--- src/rtl/rr_arb8_using_pe_pkg.sv ---
// Shared definitions for the 8-requester round-robin arbiter.
//   state_e      : FSM encoding (IDLE/GRANT/GAP)
//   HOLD_MAX_DEF : default maximum grant length in cycles
//   dec8()       : 3-bit index to one-hot 8-bit vector
package rr_arb8_using_pe_pkg;

  typedef enum logic [1:0] {
    S_IDLE  = 2'b00,
    S_GRANT = 2'b01,
    S_GAP   = 2'b10
  } state_e;

  localparam int HOLD_MAX_DEF = 16;

  function automatic logic [7:0] dec8(input logic [2:0] id);
    return 8'(1) << id;
  endfunction

endpackage

--- src/rtl/rr_arb8_using_pe_mask_pick8.sv ---
// Winner selection for the round-robin arbiter.
//   pe8to3     : 8-to-3 priority encoder, highest set index wins,
//                idle_o high when the input is all zero.
//   mask_pick8 : picks the highest index of req & mask; if that is empty,
//                falls back to the highest index of req.
//   Ports (mask_pick8): req[7:0], mask[7:0] in; win_id[2:0], none out.
module pe8to3 (
  input  logic [7:0] in_i,
  output logic [2:0] id_o,
  output logic       idle_o
);
  always_comb begin
    id_o = 3'd0;
    for (int i = 0; i < 8; i++)
      if (in_i[i]) id_o = 3'(i);
  end
  assign idle_o = ~|in_i;
endmodule

module mask_pick8 (
  input  logic [7:0] req,
  input  logic [7:0] mask,
  output logic [2:0] win_id,
  output logic       none
);
  logic [2:0] m_id, f_id;
  logic       m_idle, f_idle;

  pe8to3 u_pe_masked (.in_i(req & mask), .id_o(m_id), .idle_o(m_idle));
  pe8to3 u_pe_full   (.in_i(req),        .id_o(f_id), .idle_o(f_idle));

  assign win_id = m_idle ? f_id : m_id;
  assign none   = f_idle;
endmodule

--- src/rtl/rr_arb8_using_pe.sv ---
// Round-robin arbiter sharing one resource among 8 requesters.
// A grant lasts until done, until the owner drops its request, or until
// HOLD_MAX cycles have elapsed; one idle cycle separates grants.
//   clk, rst      : clock, asynchronous active-high reset
//   req[7:0]      : level request per requester
//   done          : release pulse from the resource (ignored outside GRANT)
//   gnt[7:0]      : registered one-hot grant, zero when none
//   gnt_id[2:0]   : index of current / most recent grant
//   busy          : high while a grant is held
//   timeout       : one-cycle pulse in the gap after a forced release
// HOLD_MAX must lie in 2..2^CW-1 so the counter never wraps.
module rr_arb8_using_pe
  import rr_arb8_using_pe_pkg::*;
#(
  parameter int HOLD_MAX = HOLD_MAX_DEF,
  parameter int CW       = 5
) (
  input  logic       clk,
  input  logic       rst,
  input  logic [7:0] req,
  input  logic       done,
  output logic [7:0] gnt,
  output logic [2:0] gnt_id,
  output logic       busy,
  output logic       timeout
);

  state_e          state_q, state_d;
  logic [CW-1:0]   cnt_q, cnt_d;
  logic [7:0]      mask_q, mask_d;
  logic [7:0]      gnt_q, gnt_d;
  logic [2:0]      id_q, id_d;
  logic            to_q, to_d;

  logic [2:0]      win_id;
  logic            none;
  logic            at_max, rel;

  mask_pick8 u_pick (.req(req), .mask(mask_q), .win_id(win_id), .none(none));

  assign at_max = (cnt_q == CW'(HOLD_MAX - 1));
  assign rel    = done | ~req[id_q] | at_max;

  always_comb begin
    state_d = state_q;
    cnt_d   = cnt_q;
    mask_d  = mask_q;
    gnt_d   = gnt_q;
    id_d    = id_q;
    to_d    = 1'b0;
    case (state_q)
      // IDLE and GAP arbitrate identically; GAP just sees the freshly
      // rotated mask.
      S_IDLE, S_GAP: begin
        if (!none) begin
          state_d = S_GRANT;
          gnt_d   = dec8(win_id);
          id_d    = win_id;
          cnt_d   = '0;
        end else begin
          state_d = S_IDLE;
          gnt_d   = '0;
        end
      end
      S_GRANT: begin
        cnt_d = cnt_q + 1'b1;
        if (rel) begin
          state_d = S_GAP;
          gnt_d   = '0;
          // Favour only indices below the last winner; 0 gives an empty mask.
          mask_d  = dec8(id_q) - 8'd1;
          // Timeout only if neither done nor abandon took precedence.
          to_d    = ~done & req[id_q];
        end
      end
      default: begin
        state_d = S_IDLE;
        gnt_d   = '0;
      end
    endcase
  end

  always_ff @(posedge clk or posedge rst) begin
    if (rst) begin
      state_q <= S_IDLE;
      cnt_q   <= '0;
      mask_q  <= 8'hFF;
      gnt_q   <= '0;
      id_q    <= 3'd0;
      to_q    <= 1'b0;
    end else begin
      state_q <= state_d;
      cnt_q   <= cnt_d;
      mask_q  <= mask_d;
      gnt_q   <= gnt_d;
      id_q    <= id_d;
      to_q    <= to_d;
    end
  end

  assign gnt     = gnt_q;
  assign gnt_id  = id_q;
  assign busy    = (state_q == S_GRANT);
  assign timeout = to_q;

endmodule

--- config.mk ---
export PLATFORM = sky130hd
export DESIGN_NAME = rr_arb8_using_pe
export DESIGN_NICKNAME = d
export VERILOG_FILES = /design/src/rtl/rr_arb8_using_pe_pkg.sv /design/src/rtl/rr_arb8_using_pe_mask_pick8.sv /design/src/rtl/rr_arb8_using_pe.sv
export SDC_FILE = /design/constraint.sdc
export NUM_CORES = 1
export LEC_CHECK = 0
export ABC_AREA = 1
export CORE_UTILIZATION = 53
export DETAILED_ROUTE_END_ITERATION = 10
export MAX_ROUTING_LAYER = met4
export PLACE_DENSITY = 0.79
export SLEW_MARGIN = 5
export SYNTH_ARGS = -nofsm -noshare
export SYNTH_HDL_FRONTEND = slang
export SYNTH_SLANG_ARGS = --single-unit
--- constraint.sdc ---
create_clock -name clk -period 2.1 [get_ports clk]
set_clock_uncertainty 0.2 [all_clocks]
set_input_delay 0.63 -clock clk [delete_from_list [all_inputs] [get_ports clk]]
set_output_delay 0.63 -clock clk [all_outputs]
set_load 0.02 [all_outputs]
# == After elaboration in Yosys (flattened, before gate mapping) ==
# Index checks and enable logic that the tools add are counted.
# op_classes
bitwise_logic,6
magnitude_cmp,1
n_eq_ne,5
addsub,2
reduce_logical,8
muxes,27
shifts,2
# ops
op,n
3-bit 2-to-1 mux,13
8-bit 2-to-1 mux,2
8-bit case mux with 2 select lines,1
8-bit OR reduction,2
"1-bit by 3-bit left shift with 8-bit output, first input constant",2
5-bit case mux with 2 select lines,1
8-bit AND,1
"8-bit by 1-bit subtractor with 8-bit output, second input constant",1
1-bit 2-to-1 mux,6
2-bit AND reduction,3
"5-bit by 1-bit adder with 5-bit output, second input constant",1
"5-bit by 4-bit == test with 1-bit output, second input constant",1
5-bit 2-to-1 mux,1
"3-bit by 4-bit less-than comparator with 1-bit output, second input constant",1
2-bit case mux with 2 select lines,1
1-bit binary-select mux with 3-bit select,1
"2-bit by 1-bit == test with 1-bit output, second input constant",1
"2-bit == test, second input constant",1
2-bit zero test,1
2-bit 2-to-1 mux,1
"2-bit by 1-bit != test with 1-bit output, second input constant",1
"2-bit != test, second input constant",1
1-bit inverter,2
1-bit OR,2
other kinds (3),3
# word_totals
output_inout_bits,13
input_bits,11
regBits,27
elab_cells,57

# == Longest topological paths before layout ==
# Gate-level depths: netlist of the first run.
# logic_depth
word_depth,12
ltp_mapped,10
mapped_depth_nobuf,10

# == By module ==
# A second synthesis of the first run with hierarchy kept.
# hier_totals
cells_unflattened,227
area_unflattened_um2,1609.0
# modules_own_cells
mod,seq_area_each_um2,cells_per_inst,area_each_um2,instances
rr_arb8_using_pe,685.7,165,1358.8,1
pe8to3,0.0,18,76.3,2
mask_pick8,0.0,26,97.6,1

# == Worst setup path before layout of the first run ==
# OpenSTA, ideal clock, no wires.
# synth_timing
path_type,flip-flop to output port
startpoint,reg state_q[0]
endpoint,out busy
required_time_ns,1.270
setup_slack_ns,0.192
stages_incl_launch_ff,6
arrival_ns,1.078
n_path_buf,2
cell_sequence,dfrtp_1 -> inv_1 -> or2_2 -> clkbuf_1 -> inv_1 -> buf_2
# synth_between
elab_chain_len,1
# synth_rtl
element,line,rtl
from (decl),rr_arb8_using_pe.sv:28,"state_e state_q, state_d;"
from (signal assigned),rr_arb8_using_pe.sv:92,state_q <= state_d;
2-bit by 1-bit == test with 1-bit output,rr_arb8_using_pe.sv:103,assign busy = (state_q == S_GRANT);
to (decl),rr_arb8_using_pe.sv:24,"output logic busy,"
# No other way between the ends.

# == Worst setup path after layout of the first run ==
# Same ends and word-level chain as after synthesis.

==> flow_metrics.env, run 1 <==
export IMPL_grt_pass1_wl_um=5800
export IMPL_dieArea_sq_um=3170
export IMPL_slowest_delay_ns=0.38
export IMPL_synth_top_area_share_pct=30.4
export IMPL_synth_area_leaders="dfrtp_1 (30%), nand2_1 (19%), dfstp_2 (13%), nand3_1 (6.4%), inv_1 (4.8%)"
export IMPL_nFillCells=252
export IMPL_holdBufCountCts=0
export IMPL_vias=1462
export IMPL_synthCells=212
export IMPL_max_freq_ghz=0.496
export IMPL_worst_pin_slew_ns=0.335
export IMPL_intPower_mw=1.50
export IMPL_cp_arrival_ns=1.19
export IMPL_pwr_share_seq_pct=30.7
export IMPL_drtIter0Drc=81
export IMPL_synth_ff_type="dfrtp_1"
export IMPL_clock_power_share_pct=8.4
export IMPL_rows=19
export IMPL_fin_area_sq_um=1950
export IMPL_antenna_found_initial=0
export IMPL_status="finished, final reports clean"
export IMPL_drive_above_1_share_pct=17.1
export IMPL_portBuffers=23
export IMPL_crit_chain="inv_1 > or2_4 > inv_2 > buf_6"
export IMPL_ys_seq_area_share_pct=43.9
export IMPL_htreeDepth=1
export IMPL_final_core_util_pct=70.1
export IMPL_wirelength_um=3490
export IMPL_synth_cell_area_sq_um=1560
export IMPL_nets=266
export IMPL_drv_slew=0
export IMPL_synth_cell_types=26
export IMPL_dp_hpwl_um=2630
export IMPL_path_max_fanout=2
export IMPL_start_util_pct=56.2
export IMPL_end_kind="primary output"
export IMPL_place_congestion=0.897
export IMPL_insertion_delay_ns=0.33
export IMPL_p_leak_nw=1.06
export IMPL_finalSetupViolCount=0
export IMPL_dieWidth_um=56.3
export IMPL_cts_buffers=3
export IMPL_vias_per_cell=5.18
export IMPL_coreArea_sq_um=2780
export IMPL_swShare_pct=47.7
export IMPL_worstSetupStartpointType="register"
export IMPL_cts_buffer_depth=2
export IMPL_clkTransAtPathRegs_ns=0.15
export IMPL_synth_area_leader_cell="dfrtp_1"
export IMPL_p_per_area_nw_per_um2=1470
export IMPL_ant_nets=0
export IMPL_relSlewSlack_pct=77.7
export IMPL_min_period_ns=2.02
export IMPL_yosysWarnings=0
export IMPL_root_buffer="clkbuf_4"
export IMPL_worstSetupPathType="reg2out"
export IMPL_ys_seq_elements=27
export IMPL_hold_viol=0
export IMPL_n_antenna_cell=0
export IMPL_synthTopCellsByCount="nand2_1 (80), inv_1 (20), nand3_1 (20), dfrtp_1 (19), nor2_1 (18)"
export IMPL_grt_pass1_vias=1289
export IMPL_async_reset_ff_share_pct=100
export IMPL_grt_max_degree=28
export IMPL_ios=24
export IMPL_p_switching_mw=1.37
export IMPL_power_mw=2.86
export IMPL_area_growth_pct=24.8
export IMPL_hp_class="reg2reg"
export IMPL_critPathRequiredTime_ns=1.27
export IMPL_min_period_over_period_pct=96.0
export IMPL_max_cap_violations=0
export IMPL_placed_area_sq_um=1920
export IMPL_synth_edf_count=0
export IMPL_drcViolationCount=0
export IMPL_pwr_share_comb_pct=60.9
export IMPL_grt_use_total_pct=24.5
export IMPL_yosysMostFrequentCell="nand2_1"
export IMPL_tritoncts="built"
export IMPL_wl_per_cell_um=12.4
export IMPL_cp_slowest_cell="dfrtp_1"
export IMPL_grt_overflow_total=0
export IMPL_dr_pass1_iters=4
export IMPL_syn_num_nets=226
export IMPL_cts_sinks=27
export IMPL_synth_avg_cell_area_sq_um=7.37
export IMPL_rsz0062_at_grt="no"
export IMPL_ir_drop_mv=1.02
export IMPL_fin_tns_setup_ns=0
export IMPL_die_y_um=56.3
-- stage by stage --
stage | hold WS (ns) | std cells | setup slack (ns)
2_1_floorplan | 0.234 | 212 | 0.192
3_3_place_gp | 0.250 | 277 | -0.218
3_5_place_dp | 0.255 | 277 | -0.252
4_1_cts | 0.275 | 281 | 0.00163
5_1_grt | 0.295 | 282 | 0.00881
6_report | 0.277 | 282 | 0.0835
-- logic make-up after synthesis --
logic type	after synthesis	share of synthesized area, %
fa+ha+maj	3	2.40
buf+inv	27	7.29
flops	27	43.9
compound gates	13	4.40
simple gates	139	40.4
xor+xnor	3	1.68
-- path summary, 6_finish.rpt --
check                                start         to  slack [ns]  cells past startpoint
worst max-delay path            state_q[0]       busy        0.08                      4
worst min-delay path             mask_q[4]  mask_q[4]        0.28                      2
worst max register to register   gnt_id[0]     gnt[5]        0.33                     10
worst min register to register   mask_q[4]  mask_q[4]        0.28                      2
max in group asynchronous              rst  mask_q[3]        0.98                      3
min in group asynchronous              rst     gnt[4]        0.42                      3
-- layout make-up --
| type | instances | area, sq um | share of cell area [%] |
|---|---|---|---|
| Inverter | 23 | 86.3 | 4.43 |
| Timing Repair Buffer | 39 | 337 | 17.3 |
| Multi-Input combinational cell | 158 | 773 | 39.6 |
| Clock inverter | 1 | 7.51 | 0.385 |
| Tap cell | 31 | 38.8 | 1.99 |
| Clock buffer | 3 | 22.5 | 1.15 |
| Sequential cell | 27 | 686 | 35.2 |
-- layer usage --
| layer | GRT usage, % | vias up | part of all wire (%) |
|---|---|---|---|
| met5 | - | - | 0 |
| met4 | 7.32 | 0 | 0.95 |
| met3 | 3.69 | 4 | 5.7 |
| met2 | 37.9 | 35 | 47 |
| met1 | 33.7 | 664 | 47 |
| li1 | - | 759 | - |
-- flip-flops by register name (all words and copies together), names as in the netlist --
register / cells
gnt: 8
state_q: 2
cnt_q: 5
mask_q: 8
gnt_id: 3
timeout: 1
-- cell usage in the layout, fill, tap and decap left out --
cell type         n
a21boi_0          1
a21oi_1           3
buf_4            16
buf_6             1
clkbuf_4          3
clkdlybuf4s50_1  10
clkinv_1          1
clkinvlp_4        1
dfrtp_1          19
dfstp_2           8
dlygate4sd2_1    12
ha_1              3
inv_1            19
inv_2             3
nand2_1          79
nand2_2           1
nand2_4           1
nand3_1          20
nand3_4           1
nand4_1          12
nor2_1           16
nor2_2            4
nor2_4            3
nor4_1            1
o21ai_0           5
o21ai_1           3
o22ai_1           1
or2_4             1
xor2_1            3
-- power by group through the flow --
stage | clock (mW) | sequential [mW] | combinational, mW
final | 0.241 | 0.880 | 1.74
after global routing | 0.274 | 0.905 | 1.92
after CTS | 0.246 | 0.881 | 1.70
after detailed placement | 0 | 0.896 | 1.75
after global placement | 0 | 0.888 | 1.72
after floorplan | 0 | 0.997 | 1.03
-- repair_timing --
action | in CTS | in global routing
resized for setup | 19 | 4
endpoints found under the hold margin | 0 | 0
setup endpoints to repair | 13 | 7
setup buffers | 0 | 1
-- worst max-delay path, delay by kind of cell (launching register included) --
kind          cells  cell delay [ns]
simple gates      1             0.23
flops             1             0.38
buf+inv           3             0.24
Note: power is estimated with default switching activity, not from simulation.
==> run 2, diff against run 1 <==
CTS_CLUSTER_DIAMETER = 150   (was unset)
==> results of run 2 <==
No change in the layout: final DEF, timing and power equal those of run 1.
==> RTL edit 1, RTL diff (flow settings as in run 2) <==
Register the output `timeout` once more, without a reset; this adds one clock of latency there. The other outputs are not delayed to match. Comments in the files are not updated.
--- a/src/rtl/rr_arb8_using_pe.sv
+++ b/src/rtl/rr_arb8_using_pe.sv
@@ -101,7 +101,9 @@
   assign gnt     = gnt_q;
   assign gnt_id  = id_q;
   assign busy    = (state_q == S_GRANT);
-  assign timeout = to_q;
+  always_ff @(posedge clk) begin
+    timeout <= to_q;
+  end
 
 endmodule
 
Check against the original RTL: same outputs for any inputs over 10 cycles, from zero or initial values and one cycle with rst high; that may be too few to reach the edited logic, so the function may still have changed.
==> RTL edit 1 against run 2 <==
The flow now finishes with violations (design-rule violations); sequential cell count grew 1; design area is 4.6% higher; power up 6.9%; via count grew 4.8%; die area is 4.4% higher; wire length is 0.43% lower; synthesized area grew 4.6%; worst setup slack lost 0.016 ns; core utilization up 2.0 points; critical path type unchanged.
==> RTL edit 1: results (changes against run 2) <==
| Metric | Value |
|---|---|
| Syn nets | 226 (unchanged) |
| Failing checks | design-rule violations |
| PortBufs | 23 (unchanged) |
| Vias in the first global route | 1,350 (+4.7%) |
| Largest stage delay, worst path | 0.38 ns (about the same) |
| Async set-reset flop share out of synthesis | 96.4% (-3.6 points) |
| CP arrival | between 1 and 1.5 ns |
| Total GRT Usage | 24.6% (+0.14 points) |
| DRC | 2 (+2) |
| NumNets Final | 268 (+0.75%) |
| Worst vdd ir | 0.00104 V (+1.4%) |
| Leak Pwr | 1.09 nW (+2.9%) |
| FF-to-FF path depth | 9 (-1) |
| Seq/Total Area, Yosys | 43.2% (-0.69 points) |
| Synth top cells by count | nand2_1, dfrtp_1, nand3_1 |
| Vias per cell | 5.39 (+4.1%) |
| Dpl hpwl | 2.71 mm (+2.9%) |
| Leading register cell type out of synthesis | dfrtp_1 |
| CTS Buf Count | 3 (unchanged) |
| CTS Buffer Depth | 2 (unchanged) |
| DR WL/cell | 12.2 microns (-1.1%) |
| CP max FO | 2 (unchanged) |
| Global-route wire length before repair | 6.02 mm (+3.7%) |
| Area contributors post-synth | dfrtp_1, nand2_1, dfstp_2 |
| DR pass1 iterations | 7 (+3) |
| Initial antenna violation count | 0 (unchanged) |
| Status | complete, but fails checks |
| Number of cells on the worst hold path | 0 (-2) |
| Routability congestion estimate | 0.903 (+0.72%) |
| H-tree depth | 1 (unchanged) |
| Worst rel slew slack | 77.6% (-0.12 points) |
| Unique masters post-synth | 31 (+19%) |
| Largest net degree at the start of global routing | 28 (unchanged) |
| Later-pin clock latency in the skew report | 0.33 ns (about the same) |
| Clock Tree Root | clkbuf_4 |
| Final hold violations | 0 (unchanged) |
| Syn. warnings | 0 (unchanged) |
| Number of synthesized flops with an enable pin | 0 (unchanged) |
| Post-placement cell area | 2000 sq um (+4.2%) |
| Clk slew on worst S/H paths | 0.14 ns |
| CP max stage cell | dfrtp_1 |
| Hold Crit Class | reg2reg |
| DRT iter0 DRCs | 77 (-4.9%) |
| Share of layout cells above drive strength 1 | 20.6% (+3.4 points) |
| # diodes | 0 (unchanged) |
-- RTL edit 1: cell count changes in the layout (fill, tap and decap cells not counted), sizes merged --
cell / change
a31oi: +1
nand3: +1
o21ai: -2
buf: +3
nand2: -1
o22ai: +1
inv: -1
nor2: -1
bufinv: +1
clkinvlp: -1
dfxtp: +1
-- RTL edit 1: repair_timing --
item,in CTS,in global routing
setup buffers,0,1
resized for setup,16,1
pin swaps,0,0
endpoints found under the setup margin,13,8
-- RTL edit 1: final cells by class --
class | instances | area, sq um
multi-input combinational | 157 | 806
fill | 235 | 788
sequential | 28 | 706
timing repair buffer | 42 | 353
inverter | 22 | 85.1
tap | 31 | 38.8
clock inverter | 1 | 30.0
clock buffer | 3 | 22.5
-- RTL edit 1: kinds of logic (layout without fill, tap and decap cells) --
| family | Yosys count | in the layout | synth area share, % |
|---|---|---|---|
| simple gates | 138 | 138 | 40.7 |
| flops | 28 | 28 | 43.2 |
| buf+inv | 27 | 68 | 7.66 |
| compound gates | 13 | 13 | 4.59 |
| fa+ha+maj | 3 | 3 | 2.30 |
| xor+xnor | 3 | 3 | 1.61 |
-- RTL edit 1: worst max-delay path: cells and delay by family (launching register included) --
family	cells	cell delay, ns
flip-flops	1	0.38
AND/OR/NAND/NOR	1	0.23
buffers and inverters	3	0.27
-- RTL edit 1: per-layer routing --
layer	up-vias	routed length, microns	GRT usage [%]
met5	-	0	-
li1	765	-	-
met1	723	1660	34.7
met2	39	1590	36.9
met4	0	46	7.67
met3	5	176	3.40
-- RTL edit 1: power by group --
group / internal (mW) / switching (mW) / total, mW
clock: 0.193 / 0.154 / 0.347
sequential: 0.790 / 0.124 / 0.915
combinational: 0.684 / 1.12 / 1.80
-- RTL edit 1: through the flow --
| step | hold WS (ns) | total power, mW | instances | worst slack [ns] | setup TNS [ns] |
|---|---|---|---|---|---|
| floorplan | 0.124 | 2.17 | 212 | 0.284 | 0 |
| CTS | 0.176 | 3.05 | 283 | 0.0504 | 0 |
| finish | 0.171 | 3.06 | 284 | 0.0672 | 0 |
| global route | 0.181 | 3.32 | 284 | -0.0301 | -0.0421 |
| global placement | 0.147 | 2.74 | 279 | -0.257 | -3.10 |
| detailed placement | 0.142 | 2.77 | 279 | -0.268 | -3.59 |
-- RTL edit 1: path summary, 6_finish.rpt --
kind                                   startpoint               endpoint  slack (ns)
max                        state_q[0]$_DFFE_PP0P_                   busy        0.07
min                                to_q$_DFF_PP0_        timeout$_DFF_P_        0.17
max reg2reg                 gnt_id[0]$_DFFE_PP0P_         to_q$_DFF_PP0_        0.33
min reg2reg                        to_q$_DFF_PP0_        timeout$_DFF_P_        0.17
max in group asynchronous                     rst  mask_q[3]$_DFFE_PP1P_        0.96
min in group asynchronous                     rst   cnt_q[1]$_DFFE_PP0P_        0.43
==> RTL edit 2, RTL diff (config.mk and constraints of run 2) <==
Made on the original files. Change the parameter `CW` from 5 to 4.
--- a/src/rtl/rr_arb8_using_pe.sv
+++ b/src/rtl/rr_arb8_using_pe.sv
@@ -13,7 +13,7 @@
   import rr_arb8_using_pe_pkg::*;
 #(
   parameter int HOLD_MAX = HOLD_MAX_DEF,
-  parameter int CW       = 5
+  parameter int CW       = 4
 ) (
   input  logic       clk,
   input  logic       rst,
Behaviour: same outputs for any inputs over 10 cycles, from zero or initial values and one cycle with rst high; that may be too few to reach the edited logic, so the function may still have changed.
==> RTL edit 2 against run 2 <==
Synthesized area shrank 0.24%; sequential cell count shrank 1; worst setup slack got worse by 0.037 ns; core utilization up 0.76 points; power rose by 7.6%; non-clock buffer count stayed put; design area up 1.1%; critical path depth stayed put; clock power grew 45%; cell count decreased by 2.1%; count of clock-buffer cells in the layout unchanged; die area fell by 0.23%; wire length rose by 13%.
==> RTL edit 2: results (changes against run 2) <==
| Metric | Value |
|---|---|
| CP max stage cell | dfrtp_1 |
| Dpl hpwl | 2.90 mm (+10%) |
| Delay-heaviest family, CP | flip-flops |
| Area contributors post-synth | dfrtp_1, nand2_1, dfstp_2 |
| Clk slew on worst S/H paths | 0.15 ns (about the same) |
| DR WL/cell | 14.2 microns (+15%) |
| Via count | 1,558 (+6.6%) |
| Initial antenna violation count | 0 (unchanged) |
| CP arrival | 1.22 ns (+0.03 ns) |
| # fillers | 233 (-7.5%) |
| Vias in the first global route | 1,463 (+13%) |
| Largest stage delay, worst path | 0.38 ns (about the same) |
| Worst vdd ir | 0.00127 V (+24%) |
| Hold Crit Class | reg2reg |
| Later-pin clock latency in the skew report | 0.33 ns (about the same) |
| Largest net degree at the start of global routing | 27 (-3.6%) |
| Share of the synthesized area in the top cell type | 28.9% (-1.5 points) |
| Async set-reset flop share out of synthesis | 100% (unchanged) |
| Seq/Total Area, Yosys | 42.4% (-1.5 points) |
| M1 GR Usage | 36.7% (+3.0 points) |
| Leak Pwr | 1.09 nW (+2.5%) |
| PortBufs | 23 (unchanged) |
| DR pass1 iterations | 5 (+1) |
| # hold bufs at CTS | 0 (unchanged) |
| Worst rel slew slack | 77.7% (about the same) |
| Syn nets | 219 (-3.1%) |
| CP max FO | 2 (unchanged) |
| Share of layout cells above drive strength 1 | 21.2% (+4.1 points) |
| Unique masters post-synth | 31 (+19%) |
| CTS Buffer Depth | 2 (unchanged) |
| # diodes | 0 (unchanged) |
| Syn. warnings | 0 (unchanged) |
| H-tree depth | 1 (unchanged) |
| Routability congestion estimate | 0.962 (+7.3%) |
| Clock Tree Root | clkbuf_4 |
| Met2 usage in global routing | 43.4% (+5.4 points) |
| Global Route met3 Usage | 2.56% (-1.1 points) |
| Leading register cell type out of synthesis | dfrtp_1 |
| NumNets Final | 259 (-2.6%) |
| Global-route wire length before repair | 6.59 mm (+14%) |
| Synth top cells by count | nand2_1, dfrtp_1, nand3_1 |
| CTS Buf Count | 3 (unchanged) |
| DRT iter0 DRCs | 83 (+2.5%) |
| Status | finished clean |
| Total GRT Usage | 27.7% (+3.2 points) |
==> RTL edit 2: layer usage <==
layer	routed length, microns	share of wire, %	vias up
li1	-	-	743
met1	1710	44	740
met2	1890	48	64
met3	240	6.1	11
met4	91	2.3	0
met5	0	0	-
==> RTL edit 2: path summary, 6_finish.rpt <==
check	startpoint	to	slack [ns]	depth (start not counted)
setup / recovery	state_q[0]$_DFFE_PP0P_	busy	0.05	4
hold / removal	mask_q[7]$_DFFE_PP1P_	mask_q[7]$_DFFE_PP1P_	0.27	2
setup reg to reg	gnt_id[0]$_DFFE_PP0P_	mask_q[6]$_DFFE_PP1P_	0.24	10
hold reg to reg	mask_q[7]$_DFFE_PP1P_	mask_q[7]$_DFFE_PP1P_	0.27	2
max in group asynchronous	rst	mask_q[0]$_DFFE_PP1P_	0.96	3
min in group asynchronous	rst	state_q[1]$_DFFE_PP0P_	0.43	3
==> RTL edit 2: report_power, final <==
| part | internal, mW | switching [mW] |
|---|---|---|
| combinational | 0.694 | 1.16 |
| clock | 0.193 | 0.157 |
| sequential | 0.751 | 0.125 |
| total | 1.64 | 1.44 |
==> RTL edit 2: repair_timing <==
action | in CTS | in global routing
setup buffers | 0 | 0
pin swaps | 0 | 3
gates resized for setup | 17 | 6
setup endpoints to repair | 13 | 7
==> RTL edit 2: area by class of cell <==
cell class	count	area, sq um	area share [%]
multi-input combinational	155	800	40.5
sequential	26	661	33.5
inverter	21	82.6	4.19
clock inverter	1	30.0	1.52
timing repair buffer	39	338	17.1
tap	31	38.8	1.97
clock buffer	3	22.5	1.14
==> RTL edit 2: per-stage QoR <==
stage,worst slack (ns),area [sq um],setup TNS (ns),cells,hold slack (ns)
global placement,-0.221,1920,-3.85,272,0.249
detailed placement,-0.266,1920,-4.27,272,0.250
floorplan,0.267,1560,0,206,0.236
CTS,0.0428,1950,0,276,0.270
finish,0.0467,1970,0,276,0.267
global route,-0.00474,1970,-0.00474,276,0.275
==> RTL edit 2: logic make-up after synthesis <==
family,Yosys count,share of synthesized area (%)
xor+xnor,3,1.69
simple gates,135,41.4
fa+ha+maj,2,1.60
buf+inv,25,7.30
flops,26,42.4
compound gates,15,5.62
==> RTL edit 2: tightest hold or removal path: cells and delay by family, from the launching register on <==
family                 cells  cell delay (ns)
buffers and inverters      1             0.05
AND/OR/NAND/NOR            1             0.03
flip-flops                 1             0.40
